==> src/rtl/cmp_pkg.sv <==
// ---------------------------------------------------------------------------
// cmp_pkg
//   Shared definitions for the sequential branch-condition unit:
//   - branch condition codes (OP_BEQ .. OP_BLT)
//   - FSM state encoding (ST_IDLE, ST_SCAN, ST_DONE)
//   - is_zero_op(): true for ops that compare rs against zero
//     (BGEZ, BGTZ, BLTZ, BLEZ)
// ---------------------------------------------------------------------------
package cmp_pkg;

  localparam logic [2:0] OP_BEQ  = 3'd0;
  localparam logic [2:0] OP_BNE  = 3'd1;
  localparam logic [2:0] OP_BGEZ = 3'd2;
  localparam logic [2:0] OP_BGTZ = 3'd3;
  localparam logic [2:0] OP_BLTZ = 3'd4;
  localparam logic [2:0] OP_BLEZ = 3'd5;
  localparam logic [2:0] OP_BLTU = 3'd6;
  localparam logic [2:0] OP_BLT  = 3'd7;

  typedef enum logic [1:0] {
    ST_IDLE = 2'd0,
    ST_SCAN = 2'd1,
    ST_DONE = 2'd2
  } state_t;

  function automatic logic is_zero_op(input logic [2:0] op);
    return (op >= OP_BGEZ) && (op <= OP_BLEZ);
  endfunction

endpackage

==> src/rtl/chunk_cmp.sv <==
// ---------------------------------------------------------------------------
// chunk_cmp
//   Combinational compare of one CHUNK-bit slice of the operands.
//   Ports:
//     a, b  : CHUNK-bit slices of rs and rt
//     eq    : a == b
//     ltu   : a <  b (unsigned)
// ---------------------------------------------------------------------------
module chunk_cmp #(
  parameter int CHUNK = 8
) (
  input  logic [CHUNK-1:0] a,
  input  logic [CHUNK-1:0] b,
  output logic             eq,
  output logic             ltu
);

  assign eq  = (a == b);
  assign ltu = (a < b);

endmodule

==> src/rtl/branch_compare_seq.sv <==
// ---------------------------------------------------------------------------
// branch_compare_seq
//   Sequential branch-condition unit. Compares rs and rt CHUNK bits per
//   cycle starting from the most significant chunk; the first differing
//   chunk decides the unsigned ordering, the sign bits fix up the signed one.
//
//   Ports:
//     clk, reset   : clock, asynchronous active-high reset
//     start        : request, sampled only in IDLE
//     op           : condition code (see cmp_pkg)
//     rs, rt       : operands (rt replaced by 0 for zero-compare ops)
//     busy         : high while scanning
//     done         : one-cycle pulse when results are updated
//     taken        : branch decision (held)
//     equal_out    : operands equal (held)
//     lt_unsigned  : rs < rt unsigned (held)
//     lt_signed    : rs < rt two's complement (held)
//
//   Build option: CMP_EARLY_EXIT_EN -- when defined the scan stops at the
//   first differing chunk; otherwise it always runs all chunks. Results are
//   the same either way, only latency differs.
// ---------------------------------------------------------------------------
module branch_compare_seq
  import cmp_pkg::*;
#(
  parameter int WIDTH = 32,
  parameter int CHUNK = 8
) (
  input  logic             clk,
  input  logic             reset,
  input  logic             start,
  input  logic [2:0]       op,
  input  logic [WIDTH-1:0] rs,
  input  logic [WIDTH-1:0] rt,
  output logic             busy,
  output logic             done,
  output logic             taken,
  output logic             equal_out,
  output logic             lt_unsigned,
  output logic             lt_signed
);

  localparam int NCHUNK = WIDTH / CHUNK;
  localparam int IDX_W  = (NCHUNK > 1) ? $clog2(NCHUNK) : 1;

  state_t           state, state_nxt;
  logic [IDX_W-1:0] idx;
  logic             decided;
  logic             ltu_rec;
  logic             scan_end;

  logic [WIDTH-1:0] rs_p0, rt_p0;
  logic [2:0]       op_p0;

  logic [CHUNK-1:0] a_chunk, b_chunk;
  logic             c_eq, c_ltu;
  logic             dec_nxt, ltu_nxt, lts_nxt;

  function automatic logic branch_taken(input logic [2:0] code,
                                        input logic       eq,
                                        input logic       ltu,
                                        input logic       lts);
    logic t;
    t = 1'b0;
    unique case (code)
      OP_BEQ:  t = eq;
      OP_BNE:  t = !eq;
      OP_BGEZ: t = !lts;
      OP_BGTZ: t = !lts && !eq;
      OP_BLTZ: t = lts;
      OP_BLEZ: t = lts || eq;
      OP_BLTU: t = ltu;
      OP_BLT:  t = lts;
      default: t = 1'b0;
    endcase
    return t;
  endfunction

  // Single chunk comparator, fed by the chunk selected by idx
  assign a_chunk = rs_p0[int'(idx)*CHUNK +: CHUNK];
  assign b_chunk = rt_p0[int'(idx)*CHUNK +: CHUNK];

  chunk_cmp #(.CHUNK(CHUNK)) u_chunk_cmp (
    .a   (a_chunk),
    .b   (b_chunk),
    .eq  (c_eq),
    .ltu (c_ltu)
  );

  // Fold the current chunk into the decision so the results can be
  // registered on the same edge that leaves SCAN.
  assign dec_nxt = decided || !c_eq;
  assign ltu_nxt = (!decided && !c_eq) ? c_ltu : ltu_rec;
  assign lts_nxt = (rs_p0[WIDTH-1] != rt_p0[WIDTH-1]) ? rs_p0[WIDTH-1] : ltu_nxt;

  always_ff @(posedge clk or posedge reset) begin
    if (reset) state <= ST_IDLE;
    else       state <= state_nxt;
  end

  always_comb begin
    state_nxt = state;
    busy      = 1'b0;
    done      = 1'b0;
    scan_end  = 1'b0;
    unique case (state)
      ST_IDLE: begin
        if (start) state_nxt = ST_SCAN;
      end
      ST_SCAN: begin
        busy = 1'b1;
`ifdef CMP_EARLY_EXIT_EN
        scan_end = !c_eq || (idx == '0);
`else
        scan_end = (idx == '0);
`endif
        if (scan_end) state_nxt = ST_DONE;
      end
      ST_DONE: begin
        done      = 1'b1;
        state_nxt = ST_IDLE;
      end
      default: state_nxt = ST_IDLE;
    endcase
  end

  // Stage p0: operand capture at accept (data only, no reset)
  always_ff @(posedge clk) begin
    if (state == ST_IDLE && start) begin
      rs_p0 <= rs;
      rt_p0 <= is_zero_op(op) ? '0 : rt;
      op_p0 <= op;
    end
  end

  // Scan control and held results
  always_ff @(posedge clk or posedge reset) begin
    if (reset) begin
      idx         <= '0;
      decided     <= 1'b0;
      ltu_rec     <= 1'b0;
      taken       <= 1'b0;
      equal_out   <= 1'b0;
      lt_unsigned <= 1'b0;
      lt_signed   <= 1'b0;
    end else begin
      unique case (state)
        ST_IDLE: begin
          if (start) begin
            idx     <= IDX_W'(NCHUNK - 1);
            decided <= 1'b0;
            ltu_rec <= 1'b0;
          end
        end
        ST_SCAN: begin
          decided <= dec_nxt;
          ltu_rec <= ltu_nxt;
          if (scan_end) begin
            equal_out   <= !dec_nxt;
            lt_unsigned <= ltu_nxt;
            lt_signed   <= lts_nxt;
            taken       <= branch_taken(op_p0, !dec_nxt, ltu_nxt, lts_nxt);
          end else begin
            idx <= idx - IDX_W'(1);
          end
        end
        default: ;
      endcase
    end
  end

endmodule

==> config.mk <==
export PLATFORM = sky130hd
export DESIGN_NAME = branch_compare_seq
export DESIGN_NICKNAME = d
export VERILOG_FILES = /design/src/rtl/cmp_pkg.sv /design/src/rtl/chunk_cmp.sv /design/src/rtl/branch_compare_seq.sv
export SDC_FILE = /design/constraint.sdc
export NUM_CORES = 1
export LEC_CHECK = 0
export BUFFER_PORTS_ARGS = -buffer_cell sky130_fd_sc_hd__buf_2
export CAP_MARGIN = 20
export CELL_PAD_IN_SITES_DETAIL_PLACEMENT = 0
export CELL_PAD_IN_SITES_GLOBAL_PLACEMENT = 1
export CORE_MARGIN = 1
export CORE_UTILIZATION = 47
export CTS_CLUSTER_DIAMETER = 200
export DETAILED_ROUTE_END_ITERATION = 6
export PLACE_DENSITY_LB_ADDON = 0.15
export SYNTH_ARGS = -nofsm -noshare
export SYNTH_HDL_FRONTEND = slang
export SYNTH_SLANG_ARGS = --single-unit
export TNS_END_PERCENT = 1
==> constraint.sdc <==
create_clock -name clk -period 18.86 [get_ports clk]
set_input_delay 3.772 -clock clk [delete_from_list [all_inputs] [get_ports clk]]
set_output_delay 3.772 -clock clk [all_outputs]
set_load 0.01 [all_outputs]
## Word-level counts from Yosys, hierarchy flattened

Index checks and enable logic that the tools add are counted.

| storage, ports and cells | value |
|---|---|
| bits in registers | 77 |
| output and inout port bits | 6 |
| logic and storage cells | 65 |

| operators by class | value |
|---|---|
| add/sub/neg operators | 1 |
| $lt $le $gt $ge | 3 |
| equality and inequality tests | 14 |
| shift-type cells | 2 |
| multiplexer cells | 15 |
| reductions and logical operators | 19 |

Operator list:

| cell | count |
|---|---|
| $shiftx A32 B6 Y8 | 2 |
| $eq A3 B3 Y1 const B | 4 |
| $eq A8 B8 Y1 | 1 |
| $lt A8 B8 Y1 | 1 |
| $mux W2 | 4 |
| $pmux W2 S2 | 2 |
| $pmux W1 S7 | 1 |
| $eq A3 B2 Y1 const B | 2 |
| $mux W1 | 6 |
| $ne A2 B2 Y1 const B | 3 |
| $reduce_and A2 Y1 | 3 |
| $logic_and A1 B1 Y1 | 4 |
| $logic_not A1 Y1 | 4 |
| $logic_not A2 Y1 | 2 |
| $pmux W1 S2 | 2 |
| $eq A3 B1 Y1 const B | 1 |
| $ge A3 B2 Y1 const B | 1 |
| $le A3 B3 Y1 const B | 1 |
| $logic_not A3 Y1 | 1 |
| $reduce_and A3 Y1 | 1 |
| $eq A2 B1 Y1 const B | 1 |
| $eq A2 B2 Y1 const B | 1 |
| $logic_or A1 B1 Y1 | 2 |
| $reduce_bool A2 Y1 | 1 |
| 3 further kinds | 3 |

## Logic depth before layout (Yosys ltp)

| depth | value |
|---|---|
| depth in word-level cells | 9 |
| gate-level depth with buffers | 10 |
| gate-level depth less buffers | 9 |

## Modules after synthesis

Synthesis repeated with hierarchy kept, for this count alone.

| unflattened totals | value |
|---|---|
| cells, all modules | 214 |
| area total of the unflattened synthesis | 3379.5 um^2 |

Modules (own cells, without submodules):

| module | times used | cells each | area an instance (um^2) | seq. area each (um^2) |
|---|---|---|---|---|
| branch_compare_seq | 1 | 187 | 3176.8 | 2262.2 |
| chunk_cmp | 1 | 27 | 202.7 | 0.0 |

## Worst setup path after synthesis

OpenSTA, ideal clock, no wires.

| path | value |
|---|---|
| path type | input -> register |
| start point | input start |
| end point | register idx[1] |
| arrival time | 9.525 ns |
| required time | 18.783 ns |
| slack | 9.258 ns |
| stages | 4 |
| cells stage by stage | nor3b_1 > or2_2 > nor2_1 > a21oi_1 |

| on the way | value |
|---|---|
| longest elaborated chain between the ends | 2 |

RTL lines:

| item | line | RTL |
|---|---|---|
| from (decl) | branch_compare_seq.sv:31 | `input logic start,` |
| $ne A2 B2 Y1 (no line) | -- |  |
| $reduce_and A3 Y1 (no line) | -- |  |
| to (signal assigned) | branch_compare_seq.sv:150 | `idx <= IDX_W'(NCHUNK - 1);` |
| to (signal assigned) | branch_compare_seq.sv:164 | `idx <= idx - IDX_W'(1);` |
| to (decl) | branch_compare_seq.sv:47 | `logic [IDX_W-1:0] idx;` |

Every way passes these cells.
A chain may end at the register's enable or synchronous reset.

## Worst setup path in the final report

| path | value |
|---|---|
| start point | register state[1] |
| end point | output busy |

| on the way | value |
|---|---|
| longest elaborated chain between the ends | 2 |

RTL lines:

| item | line | RTL |
|---|---|---|
| from (decl) | branch_compare_seq.sv:46 | `state_t state, state_nxt;` |
| from (signal assigned) | branch_compare_seq.sv:98 | `else state <= state_nxt;` |
| $eq A2 B1 Y1 | branch_compare_seq.sv:106 | `unique case (state)` |
| $mux W1 | branch_compare_seq.sv:106 |  |
| to (decl) | branch_compare_seq.sv:35 | `output logic busy,` |

Every way passes these cells.

==> impl_metrics.tcl <==
set metrics [dict create \
    outcome "completed" \
    cts_hold_buf 0 \
    rsz0062_at_grt "false" \
    wl_met1_um 2470 \
    syn_avg_cell_area_um2 16.2 \
    synth_top_area_cell "edfxtp_1" \
    fp-row-count 30 \
    grt.overflow.total 0 \
    cts_root_buf "clkbuf_8" \
    drcViolationCount 0 \
    initialDrtViolationCount 54 \
    regToRegSetupSlack_ns 15.71 \
    viasPerCell 4.74 \
    finalWirelength_um 5320 \
    yosysMostFrequentCell "edfxtp_1" \
    synthCells 207 \
    grt_pass1_vias 1870 \
    final_util_pct 59.4 \
    post-cts-setup-buffers 0 \
    diodes 0 \
    drv_slew 0 \
    io_pins 76 \
    ant_nets 0 \
    cts_made_buffers 9 \
    peakVddDrop_mv 0.0495 \
    clkLatencyLatePin_ns 0.35 \
    instances_no_fill 389 \
    crit_type "flip-flop to primary output" \
    min_period_ns 4.99 \
    worstMarginPinSlew_ns 0.986 \
    synth_common_cells "edfxtp_1, and2_1, mux4_2, inv_1, dfrtp_1" \
    synth_area_leaders "edfxtp_1, mux4_2, dfrtp_1, and2_1, ha_1" \
    fmax_ghz 0.201 \
    ys_seq_area_share_pct 67.5 \
    r2r_cells 8 \
    top_layer "met4" \
    dp_hpwl_um 3690 \
    synth_warnings 0 \
    htree_levels 3 \
    power.leakage_nw 1.63 \
    setup_viol 0 \
    yosys_register_bits 77 \
    met3_length_um 292 \
    hold_path_end "lt_signed" \
    grt_antenna_before_repair 0 \
    netlist_area_um2 3350 \
    power_density_nw_per_um2 138 \
    maxCapViolCount 0 \
    min-delay-start "lt_signed" \
    min_period_over_period_pct 26.4 \
    hold_class "flip-flop to flip-flop" \
    grt_pass1_wl_um 8710 \
    drt_pass1_iterations 4 \
    core-area_um2 6830 \
    placed_area_um2 3840 \
    end_kind "primary output" \
    rr_startpoint "idx[1]" \
    synth_edf_count 67 \
    fillers 585 \
    routabilityCongestion 0.698 \
    async_reset_ff_share_pct 13.0 \
    finClkSkew_ns 0.0105 \
    synth_nets 286 \
    wl_met2_um 2440 \
    area_delta_synth_final_pct 21.1 \
    chipHeight_um 86.4 \
    nNetsFinal 367 \
    wl_per_cell_um 13.7 \
    initial_utilization_pct 49.0 \
    fin_tns_setup_ns 0 \
    dp.cells 373 \
    yosys_most_used_dff "edfxtp_1" \
    groute.usage.overall_pct 16.1 \
    die-area_um2 7470 \
    crit_fanout 4 \
    design_area_um2 4060 \
    clk_pin_slew_worst_paths_ns 0.07 \
    cts_tree "built" \
    vias 1843 \
    holdPathStages 2 \
    cts_resized 0 \
    crit_arrival_ns 1.21 \
    drive_above_1_share_pct 39.2 \
    grt_max_degree 71 \
    die_w_um 86.4 \
    crit_required_ns 15.09 \
    synth.distinct_cells 34 \
    slew_headroom_pct 34.0 \
    whs_ns 0.495 \
    start_kind "flip-flop" \
    clock_sinks 77 \
    final_hold_viol_count 0 \
    clk_path_buf_depth 2 \
    placement.io_buffers 75 \
    worstReg2RegEnd "lt_signed" \
    synth_top_area_share_pct 60.1 \
]
[per-layer routing]
layer | vias to the layer above | track usage [%]
li1 | 932 | -
met1 | 843 | 20.4
met2 | 56 | 25.0
met3 | 12 | 5.33
met4 | 0 | 8.18
met5 | - | 0
[cell type report]
cell class / count / area, um2 / area share [%]
flip-flops and latches: 77 / 2260 / 55.8
clock inverters: 5 / 82.6 / 2.04
repair buffers: 77 / 390 / 9.62
multi-input cells: 108 / 1010 / 25.0
well taps: 96 / 120 / 2.96
inverters: 15 / 56.3 / 1.39
clock buffers: 11 / 131 / 3.24
[where the power goes]
group,internal [W],switching [W]
clock,0.0000753,0.0000580
sequential,0.000231,0.0000190
combinational,0.0000870,0.0000891
total,0.000394,0.000166
[state kept, by name (all words and copies together), names as in the netlist]
name / cells
lt_unsigned: 1
taken: 1
decided: 1
state: 2
rt_p0: 32
idx: 2
rs_p0: 32
equal_out: 1
lt_signed: 1
op_p0: 3
ltu_rec: 1
[how the worst max path moves through the flow]
stage | from | to | slack (ns) | depth (start not counted)
after floorplan | start | idx[1] | 9.26 | 4
after global placement | start | idx[1] | 13.68 | 6
after detailed placement | start | idx[1] | 13.59 | 6
after CTS | state[1] | busy | 13.85 | 3
after global routing | state[1] | busy | 13.81 | 3
final | state[1] | busy | 13.87 | 3
[per-stage QoR]
stage | setup slack, ns | power (W)
after global routing | 13.81 | 0.000596
after detailed placement | 13.59 | 0.000435
after floorplan | 9.26 | 0.000392
after global placement | 13.68 | 0.000432
after CTS | 13.85 | 0.000569
final | 13.87 | 0.000560
[critical path: stages, from the launching register on]
cell and delay, ns:
dfrtp_1 0.39, nand2b_1 0.22, inv_1 0.12, buf_2 0.14
[cells by family (layout without fill, tap and decap cells)]
group	after synthesis	count (layout)	synth area share, %
AO/OA/AOI/OAI	17	17	3.66
XOR/XNOR	2	2	0.523
adder cells (fa/ha/maj)	9	9	3.36
buffers and inverters	22	108	2.54
flip-flops	77	77	67.5
multiplexers	20	20	12.1
AND/OR/NAND/NOR	60	60	10.3
[cell usage in the layout (no fill, tap or decap), types with 2 or more instances in the layout]
| cell | n |
|---|---|
| inv_1 | 15 |
| mux2_2 | 3 |
| dfrtp_1 | 10 |
| mux4_2 | 16 |
| nand2_1 | 7 |
| nand4_1 | 2 |
| a21oi_1 | 3 |
| o21ai_0 | 4 |
| edfxtp_1 | 67 |
| buf_2 | 75 |
| and2_1 | 32 |
| clkbuf_1 | 2 |
| inv_6 | 2 |
| buf_4 | 2 |
| nor2_1 | 9 |
| nor2b_1 | 4 |
| ha_1 | 9 |
| o31ai_1 | 2 |
| clkbuf_8 | 9 |
| bufinv_16 | 2 |
No activity file was read; power rests on OpenSTA's default activity.
